`config.mk`:
```
export PLATFORM = sky130hd
export DESIGN_NAME = int_ctrl
export DESIGN_NICKNAME = d
export VERILOG_FILES = /design/src/rtl/int_ctrl.sv
export SDC_FILE = /design/constraint.sdc
export NUM_CORES = 1
export LEC_CHECK = 0
export ABC_AREA = 1
export CORE_ASPECT_RATIO = 0.8
export CORE_MARGIN = 3
export CORE_UTILIZATION = 43
export DETAILED_ROUTE_END_ITERATION = 8
export GPL_TIMING_DRIVEN = 0
export PLACE_DENSITY_LB_ADDON = 0.25
export REMOVE_ABC_BUFFERS = 1
export SLEW_MARGIN = 20
export SYNTH_ARGS = -nofsm -noshare
export SYNTH_HDL_FRONTEND = slang
export SYNTH_SLANG_ARGS = --single-unit
```
`constraint.sdc`:
```
create_clock -name clk -period 1.11 [get_ports clk]
set_clock_uncertainty 0.1 [all_clocks]
set_input_delay 0.111 -clock clk [delete_from_list [all_inputs] [get_ports clk]]
set_output_delay 0.111 -clock clk [all_outputs]
set_load 0.01 [all_outputs]
```
`src/rtl/int_ctrl.sv`:
```
`timescale 1ns/1ps
// int_ctrl: prioritised interrupt controller.
// Rising edges on irq are captured into a pending register and gated by a mask.
// The lowest-numbered active source is presented to the CPU with a vector.
// The CPU then runs the request / acknowledge / end-of-interrupt handshake.
// The CPU sees four byte-wide registers: MASK, PENDING, STATUS and CONTROL.
module int_ctrl #(
  parameter int         NUM_SRC    = 8,
  parameter logic [7:0] VEC_BASE   = 8'h10,
  parameter int         VEC_STRIDE = 4
) (
  input  logic               clk,
  input  logic               reset,
  input  logic [NUM_SRC-1:0] irq,
  input  logic [1:0]         addr,
  input  logic [7:0]         wdata,
  input  logic               we,
  output logic [7:0]         rdata,
  output logic               int_req,
  output logic [7:0]         vector,
  input  logic               int_ack
);

  typedef enum logic [1:0] {
    IDLE    = 2'd0,
    REQUEST = 2'd1,
    SERVICE = 2'd2
  } state_t;

  state_t             state_reg;
  logic [NUM_SRC-1:0] irq_q_reg;
  logic [NUM_SRC-1:0] mask_reg;
  logic [NUM_SRC-1:0] pending_reg;
  logic               gie_reg;
  logic [2:0]         idx_reg;
  logic [7:0]         vector_reg;
  logic               int_req_reg;

  logic [NUM_SRC-1:0] edge_det;
  logic [NUM_SRC-1:0] active;
  logic [NUM_SRC-1:0] ack_clr;
  logic [NUM_SRC-1:0] w1c_clr;
  logic [NUM_SRC-1:0] pending_next;
  logic [2:0]         sel_idx;
  logic [7:0]         vec_calc;
  logic [7:0]         mask_rd;
  logic [7:0]         pending_rd;

  logic wr_mask;
  logic wr_pend;
  logic wr_ctrl;
  logic ack_fire;
  logic eoi;
  logic gie_off;

  assign wr_mask  = we && (addr == 2'd0);
  assign wr_pend  = we && (addr == 2'd1);
  assign wr_ctrl  = we && (addr == 2'd3);

  // Ack is only meaningful while a request is outstanding.
  // EOI is only meaningful while a source is in service.
  assign ack_fire = (state_reg == REQUEST) && int_ack;
  assign eoi      = wr_ctrl && wdata[1] && (state_reg == SERVICE);
  assign gie_off  = wr_ctrl && !wdata[0];

  assign edge_det = irq & ~irq_q_reg;
  assign active   = pending_reg & mask_reg;
  assign w1c_clr  = wr_pend ? wdata[NUM_SRC-1:0] : '0;

  // Clears are applied first and the edge set is ORed in last.
  // As a result, a fresh edge survives a same-cycle W1C or ack-clear.
  assign pending_next = (pending_reg & ~(w1c_clr | ack_clr)) | edge_det;

  genvar gi;
  generate
    // One-hot clear of the acknowledged source.
    for (gi = 0; gi < NUM_SRC; gi++) begin : g_ack
      assign ack_clr[gi] = ack_fire && (idx_reg == 3'(gi));
    end
    // Byte-wide register views; bits beyond the implemented sources read 0.
    for (gi = 0; gi < 8; gi++) begin : g_rd
      if (gi < NUM_SRC) begin : g_on
        assign mask_rd[gi]    = mask_reg[gi];
        assign pending_rd[gi] = pending_reg[gi];
      end else begin : g_off
        assign mask_rd[gi]    = 1'b0;
        assign pending_rd[gi] = 1'b0;
      end
    end
  endgenerate

  // Fixed-priority select: the lowest-numbered active source wins.
  always_comb begin
    sel_idx = 3'd0;
    for (int i = NUM_SRC - 1; i >= 0; i--) begin
      if (active[i]) begin
        sel_idx = 3'(i);
      end
    end
  end

  // The vector wraps modulo 256 through the 8-bit truncation.
  assign vec_calc = VEC_BASE + 8'(int'(sel_idx) * VEC_STRIDE);

  // Register read mux, combinational from addr.
  always_comb begin
    rdata = 8'h00;
    case (addr)
      2'd0: rdata = mask_rd;
      2'd1: rdata = pending_rd;
      2'd2: rdata = {(state_reg == SERVICE), (state_reg == REQUEST), 3'b000, idx_reg};
      2'd3: rdata = {7'd0, gie_reg};
      default: rdata = 8'h00;
    endcase
  end

  // Edge history, mask, pending and global-enable registers.
  // While in reset, irq_q tracks irq, so a line held high across reset release is not an event.
  always_ff @(posedge clk) begin
    irq_q_reg <= irq;
    if (reset) begin
      mask_reg    <= '0;
      pending_reg <= '0;
      gie_reg     <= 1'b0;
    end else begin
      pending_reg <= pending_next;
      if (wr_mask) begin
        mask_reg <= wdata[NUM_SRC-1:0];
      end
      if (wr_ctrl) begin
        gie_reg <= wdata[0];
      end
    end
  end

  // Handshake FSM with registered int_req, vector and latched index.
  always_ff @(posedge clk) begin
    if (reset) begin
      state_reg   <= IDLE;
      int_req_reg <= 1'b0;
      vector_reg  <= 8'h00;
      idx_reg     <= 3'd0;
    end else begin
      case (state_reg)
        IDLE: begin
          if (gie_reg && (|active)) begin
            idx_reg     <= sel_idx;
            vector_reg  <= vec_calc;
            int_req_reg <= 1'b1;
            state_reg   <= REQUEST;
          end
        end
        REQUEST: begin
          // Ack wins over a same-cycle GIE clear.
          // Neither masking nor a higher-priority arrival re-arbitrates.
          if (int_ack) begin
            int_req_reg <= 1'b0;
            state_reg   <= SERVICE;
          end else if (gie_off) begin
            int_req_reg <= 1'b0;
            state_reg   <= IDLE;
          end
        end
        SERVICE: begin
          if (eoi) begin
            state_reg <= IDLE;
          end
        end
        default: begin
          int_req_reg <= 1'b0;
          state_reg   <= IDLE;
        end
      endcase
    end
  end

  assign int_req = int_req_reg;
  assign vector  = vector_reg;

endmodule
```
==> impl_metrics.toml <==
[timing]
finalMaxSlewViolations = 0
hold_viol = 0
fin_crit_ns = 1.38
fin_ws_ns = -0.265
setup_viol = 23
fmax_mhz = 727
period_share_pct = 124
rsz0062_at_grt = "yes"

[critical_path]
crit_family = "flip-flops"
worstSetupPathType = "flip-flop to output port"
cp-end-kind = "output port"
crit_buf_inv = 2
slowest_stage = "dfxtp_2"
critPathMaxFanout = 2
critPathLaunchType = "flip-flop"
r2r_start = "state_reg[1]"
worst-r2r-setup-slack_ns = -0.23
path_cells = "inv_4, nand2_4, o311ai_2, buf_2"
r2r-end = "pending_rd[4]"
reg2reg_depth = 7
crit_arrival_ns = 1.16
cpPeakStageDelay_ns = 0.34
cp.required_ns = 0.90

[clock_tree]
clk_pin_slew_ns = 0.06
tritoncts = "yes"
cts_made_buffers = 5
htree_levels = 2
cts_sinks = 32
clk_latency_ns = 0.29
cts-root-buf = "clkbuf_8"
cts_max_path_buffers = 2

[floorplanning]
core_um2 = 3200
start_util_pct = 46.6
boundaryPins = 39
die-area_um2 = 4210
num_rows = 18
die_h_um = 58.7
die_w_um = 71.8

[power_and_ir_drop]
p_leak_nw = 1.02
combPwrFrac_pct = 16.0
seqPwrFrac_pct = 49.9
power.density_nw_per_um2 = 1110
p_clk_share_pct = 34.1
power_mw = 2.51
swShare_pct = 27.3
p_int_mw = 1.82
ir_worst_vdd_mv = 0.848
p_switching_uw = 685

[layout]
nets = 292
drive_above_1_share_pct = 42.6
final_util_pct = 70.4
final_cells = 310
n_antenna_cell = 0
synthToLayoutAreaGrowth_pct = 51.1
fill_cells = 259

[grt]
grt_pass1_wl_mm = 6.84
overflow = 0
grt_max_degree = 15
grt.total_usage_pct = 22.1
grt_pass1_vias = 1407
antenna_found_initial = 0

[routing]
wl_per_cell_um = 15.8
ant_nets = 0
route.detailed.drc = 0
viasPerCell = 5.28
num_vias = 1638
routed_wl_mm = 4.88
drt_iter0_drc = 165
drt_pre_antenna_iters = 5

[synthesis]
syn_area_per_cell_um2 = 7.13
netlist_area_um2 = 1490
yosysSeqAreaShare_pct = 43.0
ys_seq_elements = 32
synth.distinct_cells = 26
netlist_instances = 209
yosysWarningCount = 0

[place]
place_congestion = 0.891
io_buffers = 34
place_inst = 278
hpwl_mm = 2.70

[worst_hold_path]
hold_class = "primary input to flip-flop"
min-delay-start = "addr[0]"
hold_depth = 3
hold_path_end = "gie_reg"

[status]
violations = "setup timing"
status = "complete, but fails checks"

[run]
maxCapViolations = 0
## worst reg2reg max path, stage by stage (launching register included)
cell and delay (ns):
dfxtp_2 0.34, inv_4 0.08, nand2_4 0.05, buf_6 0.13, nor2_4 0.16, nand4_1 0.15, a31oi_1 0.16, nor2_1 0.05
## Yosys cell counts (all sizes together)
cell / number / share of area (%)
nor2: 37 / 10
clkbuf: 2 / 0.50
conb: 1 / 0.25
buf: 6 / 3.1
a31oi: 8 / 3.4
dfxtp: 32 / 43
nand3: 8 / 3.9
clkinv: 1 / 0.59
a21oi: 11 / 4.2
nand4: 10 / 4.2
o21ai: 10 / 3.4
nand2: 56 / 15
a22o: 3 / 1.8
o311ai: 1 / 0.59
and3: 1 / 0.42
inv: 22 / 5.5
## stage by stage
step / instance area [µm²] / TNS, ns / hold WS (ns) / setup WS [ns]
after floorplan: 1450 / -0.319 / 0.0387 / -0.0838
after global placement: 1840 / -23.44 / 0.351 / -1.26
after detailed placement: 1840 / -23.56 / 0.349 / -1.26
after CTS: 2090 / -3.00 / 0.0825 / -0.268
after global routing: 2250 / -4.37 / 0.109 / -0.327
final: 2250 / -3.27 / 0.0975 / -0.265
## placed cells by master (no fill, tap or decap), drive strengths merged
cell,count
a21oi,11
a22o,3
a31oi,8
and3,1
buf,36
clkbuf,10
clkdlybuf4s50,17
clkinv,2
conb,4
dfxtp,32
dlymetal6s2s,1
inv,22
nand2,56
nand3,8
nand4,10
nor2,38
o21ai,10
o311ai,1
## how the worst max path moves through the flow
stage / end / depth (start not counted) / slack [ns] / from
after global placement: rdata[6] / 6 / -1.26 / addr[0]
after floorplan: vector[4] / 8 / -0.08 / pending_rd[0]
after detailed placement: rdata[6] / 6 / -1.26 / addr[0]
after CTS: rdata[7] / 5 / -0.27 / state_reg[1]
final: rdata[6] / 4 / -0.27 / state_reg[1]
after global routing: rdata[6] / 4 / -0.33 / state_reg[1]
## per-layer routing
metal / track usage, % / share of wire [%] / routed length [µm]
met1: 29.2 / 43 / 2080
met2: 32.6 / 47 / 2310
met3: 8.70 / 7.7 / 376
met4: 8.58 / 2.5 / 122
met5: 0 / 0 / 0
## kinds of logic after synthesis
| family | share of synthesized area (%) |
|---|---|
| AO/OA/AOI/OAI | 13.3 |
| flip-flops | 43.0 |
| buffers and inverters | 9.74 |
| AND/OR/NAND/NOR | 33.8 |
| other | 0.252 |
## power by group through the flow
stage               combinational [mW]  sequential [mW]  clock [mW]
floorplan                        0.150             1.26           0
global placement                 0.311             1.27           0
global route                     0.434             1.26       0.920
CTS                              0.358             1.24       0.859
detailed placement               0.316             1.27           0
finish                           0.401             1.25       0.855
## final cells by class
class | instances | area, µm² | area share, %
repair buffers | 58 | 492 | 21.8
multi-input cells | 150 | 856 | 38.0
clock inverters | 1 | 5.00 | 0.222
well taps | 40 | 50.0 | 2.22
inverters | 23 | 96.3 | 4.28
flip-flops and latches | 32 | 681 | 30.2
clock buffers | 6 | 72.6 | 3.22
## timing repair
item / in CTS / in global routing
hold buffers: 0 / 0
endpoints found under the setup margin: 37 / 31
pin swaps: 14 / 17
gates cloned: 1 / 0
setup buffers: 16 / 8
resized for setup: 95 / 49
Power figures use the tool's default switching activity.
